### config.mk
export PLATFORM = sky130hd
export DESIGN_NAME = shift_deserializer
export DESIGN_NICKNAME = d
export VERILOG_FILES = /design/src/rtl/shift_pkg.sv /design/src/rtl/out_buf_reg.sv /design/src/rtl/shift_deserializer.sv
export SDC_FILE = /design/constraint.sdc
export NUM_CORES = 1
export LEC_CHECK = 0
export CORE_MARGIN = 5
export CORE_UTILIZATION = 45
export DETAILED_ROUTE_END_ITERATION = 10
export HOLD_SLACK_MARGIN = 0.15
export PLACE_DENSITY_LB_ADDON = 0.08
export SETUP_SLACK_MARGIN = 0.1
export SLEW_MARGIN = 0
export SYNTH_ARGS = -nofsm -noshare
export SYNTH_HDL_FRONTEND = slang
export SYNTH_HIERARCHICAL = 1
export SYNTH_SLANG_ARGS = --single-unit
export TNS_END_PERCENT = 20
### constraint.sdc
create_clock -name clk -period 2.1 [get_ports clk]
set_input_delay 0.21 -clock clk [delete_from_list [all_inputs] [get_ports clk]]
set_output_delay 0.21 -clock clk [all_outputs]
set_load 0.01 [all_outputs]
### src/rtl/shift_pkg.sv
`default_nettype none
// ============================================================================
// Module      : shift_pkg
// Description : Shared types and constants for the serial shifter family.
//               Direction encoding matches the existing parallel shifter.
// Revision    : 1.0 - initial release
// ============================================================================
package shift_pkg;

    typedef enum logic {
        IDLE  = 1'b0,
        SHIFT = 1'b1
    } deser_state_t;

    localparam logic DIR_LEFT  = 1'b1;   // MSB-first
    localparam logic DIR_RIGHT = 1'b0;   // LSB-first

endpackage : shift_pkg
`default_nettype wire

### src/rtl/out_buf_reg.sv
`default_nettype none
// ============================================================================
// Module      : out_buf_reg
// Description : One-word output buffer with valid/ready handshake.
//               A load is accepted when the buffer is empty or is being
//               consumed in the same cycle; otherwise the word is dropped and
//               'drop' is raised combinationally for the caller to flag.
// Ports       : clk, reset (async, active-low)
//               load / load_data : word offered by the assembler
//               out_ready        : consumer accepts out_data
//               out_data / out_valid : buffered word and its valid flag
//               drop             : offered word could not be stored
// Revision    : 1.0 - initial release
// ============================================================================
module out_buf_reg #(
    parameter int WIDTH = 4
) (
    input  logic             clk,
    input  logic             reset,
    input  logic             load,
    input  logic [WIDTH-1:0] load_data,
    input  logic             out_ready,
    output logic [WIDTH-1:0] out_data,
    output logic             out_valid,
    output logic             drop
);

    logic [WIDTH-1:0] data_q, data_d;
    logic             valid_q, valid_d;
    logic             can_load;

    always_comb begin
        can_load = !valid_q || out_ready;
        data_d   = data_q;
        valid_d  = valid_q;
        drop     = 1'b0;
        if (valid_q && out_ready) begin
            valid_d = 1'b0;
        end
        if (load) begin
            if (can_load) begin
                // A simultaneous consume and load keeps valid asserted.
                data_d  = load_data;
                valid_d = 1'b1;
            end else begin
                drop = 1'b1;
            end
        end
    end

    always_ff @(posedge clk or negedge reset) begin
        if (!reset) begin
            data_q  <= '0;
            valid_q <= 1'b0;
        end else begin
            data_q  <= data_d;
            valid_q <= valid_d;
        end
    end

    assign out_data  = data_q;
    assign out_valid = valid_q;

endmodule : out_buf_reg
`default_nettype wire

### src/rtl/shift_deserializer.sv
`default_nettype none
// ============================================================================
// Module      : shift_deserializer
// Description : Serial-in / parallel-out receiver. Collects WIDTH bits,
//               MSB-first or LSB-first (direction latched with the start
//               bit), and hands completed words to a one-word output buffer.
// Ports       : clk, reset (async, active-low)
//               sin, sin_valid, start, dir : serial input and framing
//               out_data, out_valid, out_ready : parallel output handshake
//               busy      : frame partially received
//               overrun   : one-cycle pulse, word dropped (buffer full)
//               frame_err : one-cycle pulse, start seen mid-frame
// Revision    : 1.0 - initial release
// ============================================================================
module shift_deserializer
    import shift_pkg::*;
#(
    parameter int WIDTH = 4
) (
    input  logic             clk,
    input  logic             reset,
    input  logic             sin,
    input  logic             sin_valid,
    input  logic             start,
    input  logic             dir,
    output logic [WIDTH-1:0] out_data,
    output logic             out_valid,
    input  logic             out_ready,
    output logic             busy,
    output logic             overrun,
    output logic             frame_err
);

    localparam int               CNT_W    = $clog2(WIDTH + 1);
    localparam logic [CNT_W-1:0] LAST_CNT = CNT_W'(WIDTH - 1);

    deser_state_t     state_q, state_d;
    logic [WIDTH-1:0] sr_q, sr_d;
    logic [CNT_W-1:0] cnt_q, cnt_d;
    logic             dir_q, dir_d;
    logic             overrun_q, overrun_d;
    logic             frame_err_q, frame_err_d;

    logic             load;
    logic [WIDTH-1:0] load_word;
    logic             drop;

    function automatic logic [WIDTH-1:0] shift_in(input logic [WIDTH-1:0] base,
                                                  input logic             d,
                                                  input logic             b);
        if (d == DIR_LEFT) begin
            return {base[WIDTH-2:0], b};
        end
        return {b, base[WIDTH-1:1]};
    endfunction

    always_comb begin
        state_d     = state_q;
        sr_d        = sr_q;
        cnt_d       = cnt_q;
        dir_d       = dir_q;
        frame_err_d = 1'b0;
        load        = 1'b0;
        load_word   = shift_in(sr_q, dir_q, sin);

        if (sin_valid) begin
            if (start) begin
                // Start always (re)begins a frame; mid-frame it discards the
                // partial word and flags the framing error.
                frame_err_d = (state_q == SHIFT);
                dir_d       = dir;
                sr_d        = shift_in('0, dir, sin);
                cnt_d       = CNT_W'(1);
                state_d     = SHIFT;
            end else if (state_q == SHIFT) begin
                sr_d = load_word;
                if (cnt_q == LAST_CNT) begin
                    load    = 1'b1;
                    cnt_d   = '0;
                    state_d = IDLE;
                end else begin
                    cnt_d = cnt_q + CNT_W'(1);
                end
            end
        end

        overrun_d = drop;
    end

    always_ff @(posedge clk or negedge reset) begin
        if (!reset) begin
            state_q     <= IDLE;
            sr_q        <= '0;
            cnt_q       <= '0;
            dir_q       <= DIR_LEFT;
            overrun_q   <= 1'b0;
            frame_err_q <= 1'b0;
        end else begin
            state_q     <= state_d;
            sr_q        <= sr_d;
            cnt_q       <= cnt_d;
            dir_q       <= dir_d;
            overrun_q   <= overrun_d;
            frame_err_q <= frame_err_d;
        end
    end

    out_buf_reg #(
        .WIDTH (WIDTH)
    ) u_out_buf (
        .clk       (clk),
        .reset     (reset),
        .load      (load),
        .load_data (load_word),
        .out_ready (out_ready),
        .out_data  (out_data),
        .out_valid (out_valid),
        .drop      (drop)
    );

    assign busy      = (state_q == SHIFT);
    assign overrun   = overrun_q;
    assign frame_err = frame_err_q;

endmodule : shift_deserializer
`default_nettype wire

==> results.md, run 1 <==
* CTS tree: built
* PD cells at 1030 nW/um^2
* Htree depth at 1
* FF-to-FF End: u_out_buf/out_data[3]
* Clock power frac at 20.3%
* CTS max path bufs at 2
* ANT cells at 0
* P_leak at 0.000455 uW
* Initial Util at 48.4%
* VDD IR max at 0.472 mV
* Routed WL per cell at 13.2 um
* RSZ-0062 raised after global routing: no
* Gpl congestion at 0.787
* Largest area contributor in the netlist: dfrtp_1
* Critical path type: reg2reg
* DP HPWL at 989 um
* Syn_nets at 74
* Status: finished clean
* # DRC at 0
* Synthesized area per cell at 11.3 um^2
* Chip height at 50.7 um
* Final count of hold timing violations at 0
* Final period util at 77.2%
* Crit path required time at 2.27 ns
* Seq/Total Area, Yosys at 53.9%
* Via Count at 541
* Die X at 50.7 um
* Switching Power at 286 uW
* Synth cell types at 24
* TritonRoute pass-1 iters at 2
* Sequential share of power at 46.4%
* Clock root buffer: clkbuf_4
* Maximum Capacitance Violations at 0
* CTS Sinks at 16
* Tmin final at 1.62 ns
* Port bufs at 14
* Largest net degree at the start of global routing at 17
* Full die area at 2570 um^2
* Fin nets at 93
* Setup TNS Final at 0 ns
* Nature of the critical path startpoint: register
* Fraction of layout cells with a size suffix above 1 at 19.0%
* Synth Register Bits at 16
* Post-CTS Resized at 0
* Cell Rows at 14
* Core area at 1540 um^2
* Boundary Pins at 15
* Area contributors post-synth: dfrtp_1 (50%), mux2_4 (12%), nand2_1 (4.0%)
* Remaining global-route overflow at 0
* Final setup fails at 0
* CTS Hold Bufs at 0
* Area grow syn2layout at 26.7%
* Post-Syn Area at 746 um^2
* Combinational fraction of design power at 33.2%
* Setup Skew at 0.00121 ns
* R2r startpoint: cnt_q[0]
* Top cell type's share of synthesized area at 50.3%
* Crit Path Max Fanout at 4
* Worst skew pair latency at 0.28 ns
* TritonCTS buffer count at 3
* Max transition margin at 52.4%
* Post-synthesis cell count at 66
* DRT Wirelength at 1320 um
* GRT Util Overall at 12.2%
* WP data arrival at 1.80 ns
* Initial DRC count at 10
* Yosys warnings at 6
* PnR worst setup slack at 0.478 ns
* Initial antenna violation count at 0
* HP Class: in2async
* Max-slew violations at 0
* Slew of the pin with the lowest slew margin at 0.712 ns
* CTS clk-pin slew, worst paths at 0.09 ns
* Worst R2R Setup Slack at 0.48 ns
* Pre-CTS WS at 0.306 ns
* Post-CTS Setup Inserts at 0
* Vias per cell at 5.41
* Remaining antenna violation count at 0
* Vias in the first global route at 519
* Fmax at 617 MHz
* Global-route wire length before repair at 2360 um
* Sw frac at 29.4%
* Reg2reg path depth at 5
* Pint at 685 uW
* Nature of the critical path endpoint: register
-- worst max-delay path by stage --
stage                                       end       from  slack, ns  cells after the start
after global placement    u_out_buf/out_data[1]  sin_valid       0.34                      5
final                     u_out_buf/out_data[3]   cnt_q[0]       0.48                      5
after global routing      u_out_buf/out_data[1]   cnt_q[0]       0.33                      5
after detailed placement  u_out_buf/out_data[3]  sin_valid       0.31                      5
after floorplan           u_out_buf/out_data[0]   cnt_q[0]       0.63                      5
after CTS                 u_out_buf/out_data[3]   cnt_q[0]       0.46                      5
-- metal layers --
| layer | track usage, % | share of wire [%] |
|---|---|---|
| met1 | 16.0 | 46 |
| met2 | 18.0 | 46 |
| met3 | 3.85 | 6.3 |
| met4 | 6.38 | 1.3 |
| met5 | 0 | 0 |
-- final cells by class --
class	instances	area [um^2]
fillers	143	597
well taps	16	20.0
flip-flops and latches	16	402
inverters	7	26.3
multi-input cells	42	313
repair buffers	15	148
clock buffers	4	36.3
-- state kept, by name, summed over array words and instances (netlist names) --
name and count:
sr_q 4, u_out_buf/out_data 4, cnt_q 3, busy 1, dir_q 1, frame_err 1, overrun 1, u_out_buf/out_valid 1
-- Yosys cell counts --
cell type	n
a21oi_1	3
ha_1	1
buf_2	1
dfrtp_1	15
a211oi_1	2
mux2_2	1
nand2b_1	1
nand2_1	8
o21ai_2	1
o21a_1	1
and3_1	1
and3b_1	1
o21ai_0	5
inv_1	7
nor3_1	2
dfstp_2	1
mux2_4	6
a22o_1	1
nand2_4	1
a31oi_1	1
nand2b_4	1
a221o_1	1
nor2_1	3
nand3_1	1
-- placed cells by master (no fill, tap or decap), types with 2 or more instances in the layout --
master,count
o21ai_0,5
clkbuf_4,3
nor2_1,3
a211oi_1,2
mux2_4,6
nand2_1,8
dfrtp_1,15
inv_1,7
nor3_1,2
clkdlybuf4s50_1,14
a21oi_1,3
-- power by group through the flow --
stage	combinational (uW)	clock [uW]	sequential, uW
5_1_grt	358	226	465
6_report	323	197	450
2_1_floorplan	171	0	468
3_5_place_dp	328	0	457
4_1_cts	329	208	451
3_3_place_gp	323	0	456
-- through the flow --
step | instance area (um^2) | util [%] | instances | hold WS (ns) | power [uW]
floorplan | 746 | - | 66 | -0.0856 | 639
global placement | 908 | 58.9 | 96 | 0.461 | 779
detailed placement | 908 | 58.9 | 96 | 0.466 | 785
CTS | 945 | 61.3 | 100 | 0.359 | 988
global route | 945 | 61.3 | 100 | 0.388 | 1050
finish | 945 | 61.3 | 100 | 0.350 | 970
-- kinds of logic after synthesis --
kind of cell / share of synthesized area (%)
muxes: 13.6
AOI/OAI and AO/OA: 12.9
DFF: 53.9
buffers and inverters: 4.19
adders and majority gates: 1.68
and+or+nand+nor: 13.8
-- critical path: stages (launching register included) --
cell and delay (ns):
dfrtp_1 0.38, ha_1 0.18, nand2b_1 0.11, nor3_1 0.39, nand2_4 0.13, mux2_4 0.32
Note: power is estimated with default switching activity, not from simulation.
==> run 2: changes to the inputs <==
- clock period: 2.1 -> 1.7 ns (I/O delays scaled with it)
==> run 2 against run 1 <==
Net effect:
- sequential share of layout area decreased by 1.2 points
- fmax increased by 8.0%
- clock skew increased by 0.0040 ns
- critical path type unchanged
- critical endpoint is now u_out_buf/out_data[0]
- flip-flop and latch count unchanged
- sequential power increased by 24%
- hold slack got worse by 0.15 ns
==> results.md, run 2 (synthesis results as in run 1) <==
* Status: finished clean
* Final count of hold timing violations at 0 (unchanged)
* # DRC at 0 (unchanged)
* Largest net degree at the start of global routing at 17 (unchanged)
* Remaining global-route overflow at 0 (unchanged)
* Routed WL per cell at 13.8 um (+4.8%)
* Via Count at 542 (+0.18%)
* Min Hold Slack at 0.197 ns (-0.153 ns)
* Cell Rows at 14 (unchanged)
* Fmax at 666 MHz (+8.0%)
* Chip height at 50.7 um (unchanged)
* Global-route wire length before repair at 2490 um (+5.6%)
* Worst skew pair latency at 0.28 ns (about the same)
* Clock root buffer: clkbuf_4
* Nature of the critical path startpoint: register
* Crit-path max cell delay at 0.39 ns (about the same)
* Slew of the pin with the lowest slew margin at 0.302 ns (-0.410 ns)
* Post-CTS Setup Inserts at 0 (unchanged)
* Core area at 1540 um^2 (unchanged)
* Crit Path Max Fanout at 4 (unchanged)
* Crit path buf inv count at 1 (+1)
* GRT Util Overall at 12.8% (+0.61 points)
* PD cells at 1260 nW/um^2 (+22%)
* Gpl congestion at 0.829 (+5.4%)
* Full die area at 2570 um^2 (unchanged)
* Critical path, cell by cell: ha_1 -> nand2b_1 -> nor3_2 -> buf_4 -> nand2_4 -> mux2_4
* RSZ-0062 raised after global routing: no
* PnR worst setup slack at 0.198 ns (-0.280 ns)
* Initial DRC count at 2 (-8)
* Fraction of layout cells with a size suffix above 1 at 23.0% (+3.9 points)
* CTS tree: built
* P_leak at 0.000470 uW (+3.4%)
* Area grow syn2layout at 30.4%
* Vias in the first global route at 554 (+6.7%)
* Final Cell Area at 972 um^2 (+2.9%)
* Setup TNS Final at 0 ns (unchanged)
* Most common cell after layout, fill and taps aside: dfrtp_1
* CTS max path bufs at 2 (unchanged)
* Fin nets at 96 (+3.2%)
* Remaining antenna violation count at 0 (unchanged)
* Critical path type: reg2reg
* Initial antenna violation count at 0 (unchanged)
* Fill count at 143 (unchanged)
* VDD IR max at 0.600 mV (+27%)
* DP HPWL at 1130 um (+14%)
* Boundary Pins at 15 (unchanged)
* Final Util at 63.1% (+1.8 points)
* TritonCTS buffer count at 3 (unchanged)
* Die X at 50.7 um (unchanged)
* CTS Hold Bufs at 0 (unchanged)
* HP Class: in2async
* Tmin final at 1.50 ns (-0.120 ns)
* Final period util at 88.4% (+11 points)
* Max-slew violations at 0 (unchanged)
* CTS Sinks at 16 (unchanged)
* WP data arrival at 1.68 ns (-0.12 ns)
* CTS clk-pin slew, worst paths at 0.10 ns (about the same)
* Vias per cell at 5.26 (-2.7%)
* Crit path required time at 1.87 ns (-0.40 ns)
* Post-CTS Resized at 0 (unchanged)
* Initial Util at 48.4% (unchanged)
* Final setup fails at 0 (unchanged)
* DRT Wirelength at 1420 um (+8.0%)
* Delay-heaviest family, CP: flip-flops
* Port bufs at 14 (unchanged)
* Slowest-stage cell, CP: dfrtp_1
* Pre-CTS WS at 0.100 ns (-0.206 ns)
* Most frequent cells in the layout: dfrtp_1 (15), clkdlybuf4s50_1 (14), nand2_1 (8)
* Max transition margin at 79.6% (+27 points)
* Nature of the critical path endpoint: register
* Setup Skew at 0.00521 ns (+0.00401 ns)
* ANT cells at 0 (unchanged)
* Maximum Capacitance Violations at 0 (unchanged)
* Htree depth at 1 (unchanged)
* DP Area at 931 um^2 (+2.5%)
* TritonRoute pass-1 iters at 4 (+2)
run 2: cell count changes in the layout (fill, tap and decap cells not counted), sizes merged:
cell | previous run | this run
buf | 1 | 4
run 2: stage by stage:
| step | total power [uW] | std cells |
|---|---|---|
| floorplan | 789 | 66 |
| global placement | 970 | 99 |
| detailed placement | 989 | 99 |
| CTS | 1230 | 103 |
| global route | 1310 | 103 |
| finish | 1220 | 103 |
run 2: layout make-up:
type                    instances  area, um^2  share of cell area (%)
inverters                       7        26.3                    2.70
clock buffers                   4        36.3                    3.73
repair buffers                 18         170                    17.5
flip-flops and latches         16         402                    41.3
multi-input cells              42         318                    32.7
well taps                      16        20.0                    2.06
run 2: final timing paths:
check                      startpoint                    end  slack, ns  depth (start not counted)
hold reg to reg              cnt_q[2]               cnt_q[2]       0.49                          1
max in group asynchronous       reset                  dir_q       1.26                          2
hold / removal                  reset                sr_q[2]       0.20                          2
setup reg to reg             cnt_q[0]  u_out_buf/out_data[0]       0.20                          6
setup / recovery             cnt_q[0]  u_out_buf/out_data[0]       0.20                          6
min in group clk             cnt_q[2]               cnt_q[2]       0.49                          1
run 2: metal layers:
layer | GRT usage [%] | up-vias | share of wire [%]
li1 | - | 268 | -
met3 | 2.66 | 2 | 5.9
met1 | 16.9 | 257 | 44
met5 | 0 | - | 0
met4 | 6.38 | 0 | 0.70
met2 | 19.8 | 15 | 49
run 2: worst reg2reg max path: stages, from the launching register on:
cell and delay, ns:
dfrtp_1 0.39, ha_1 0.19, nand2b_1 0.13, nor3_2 0.18
buf_4 0.15, nand2_4 0.07, mux2_4 0.30
run 2: power breakdown:
group | switching [uW] | internal, uW
sequential | 78.3 | 482
combinational | 173 | 241
clock | 117 | 130
total | 368 | 853
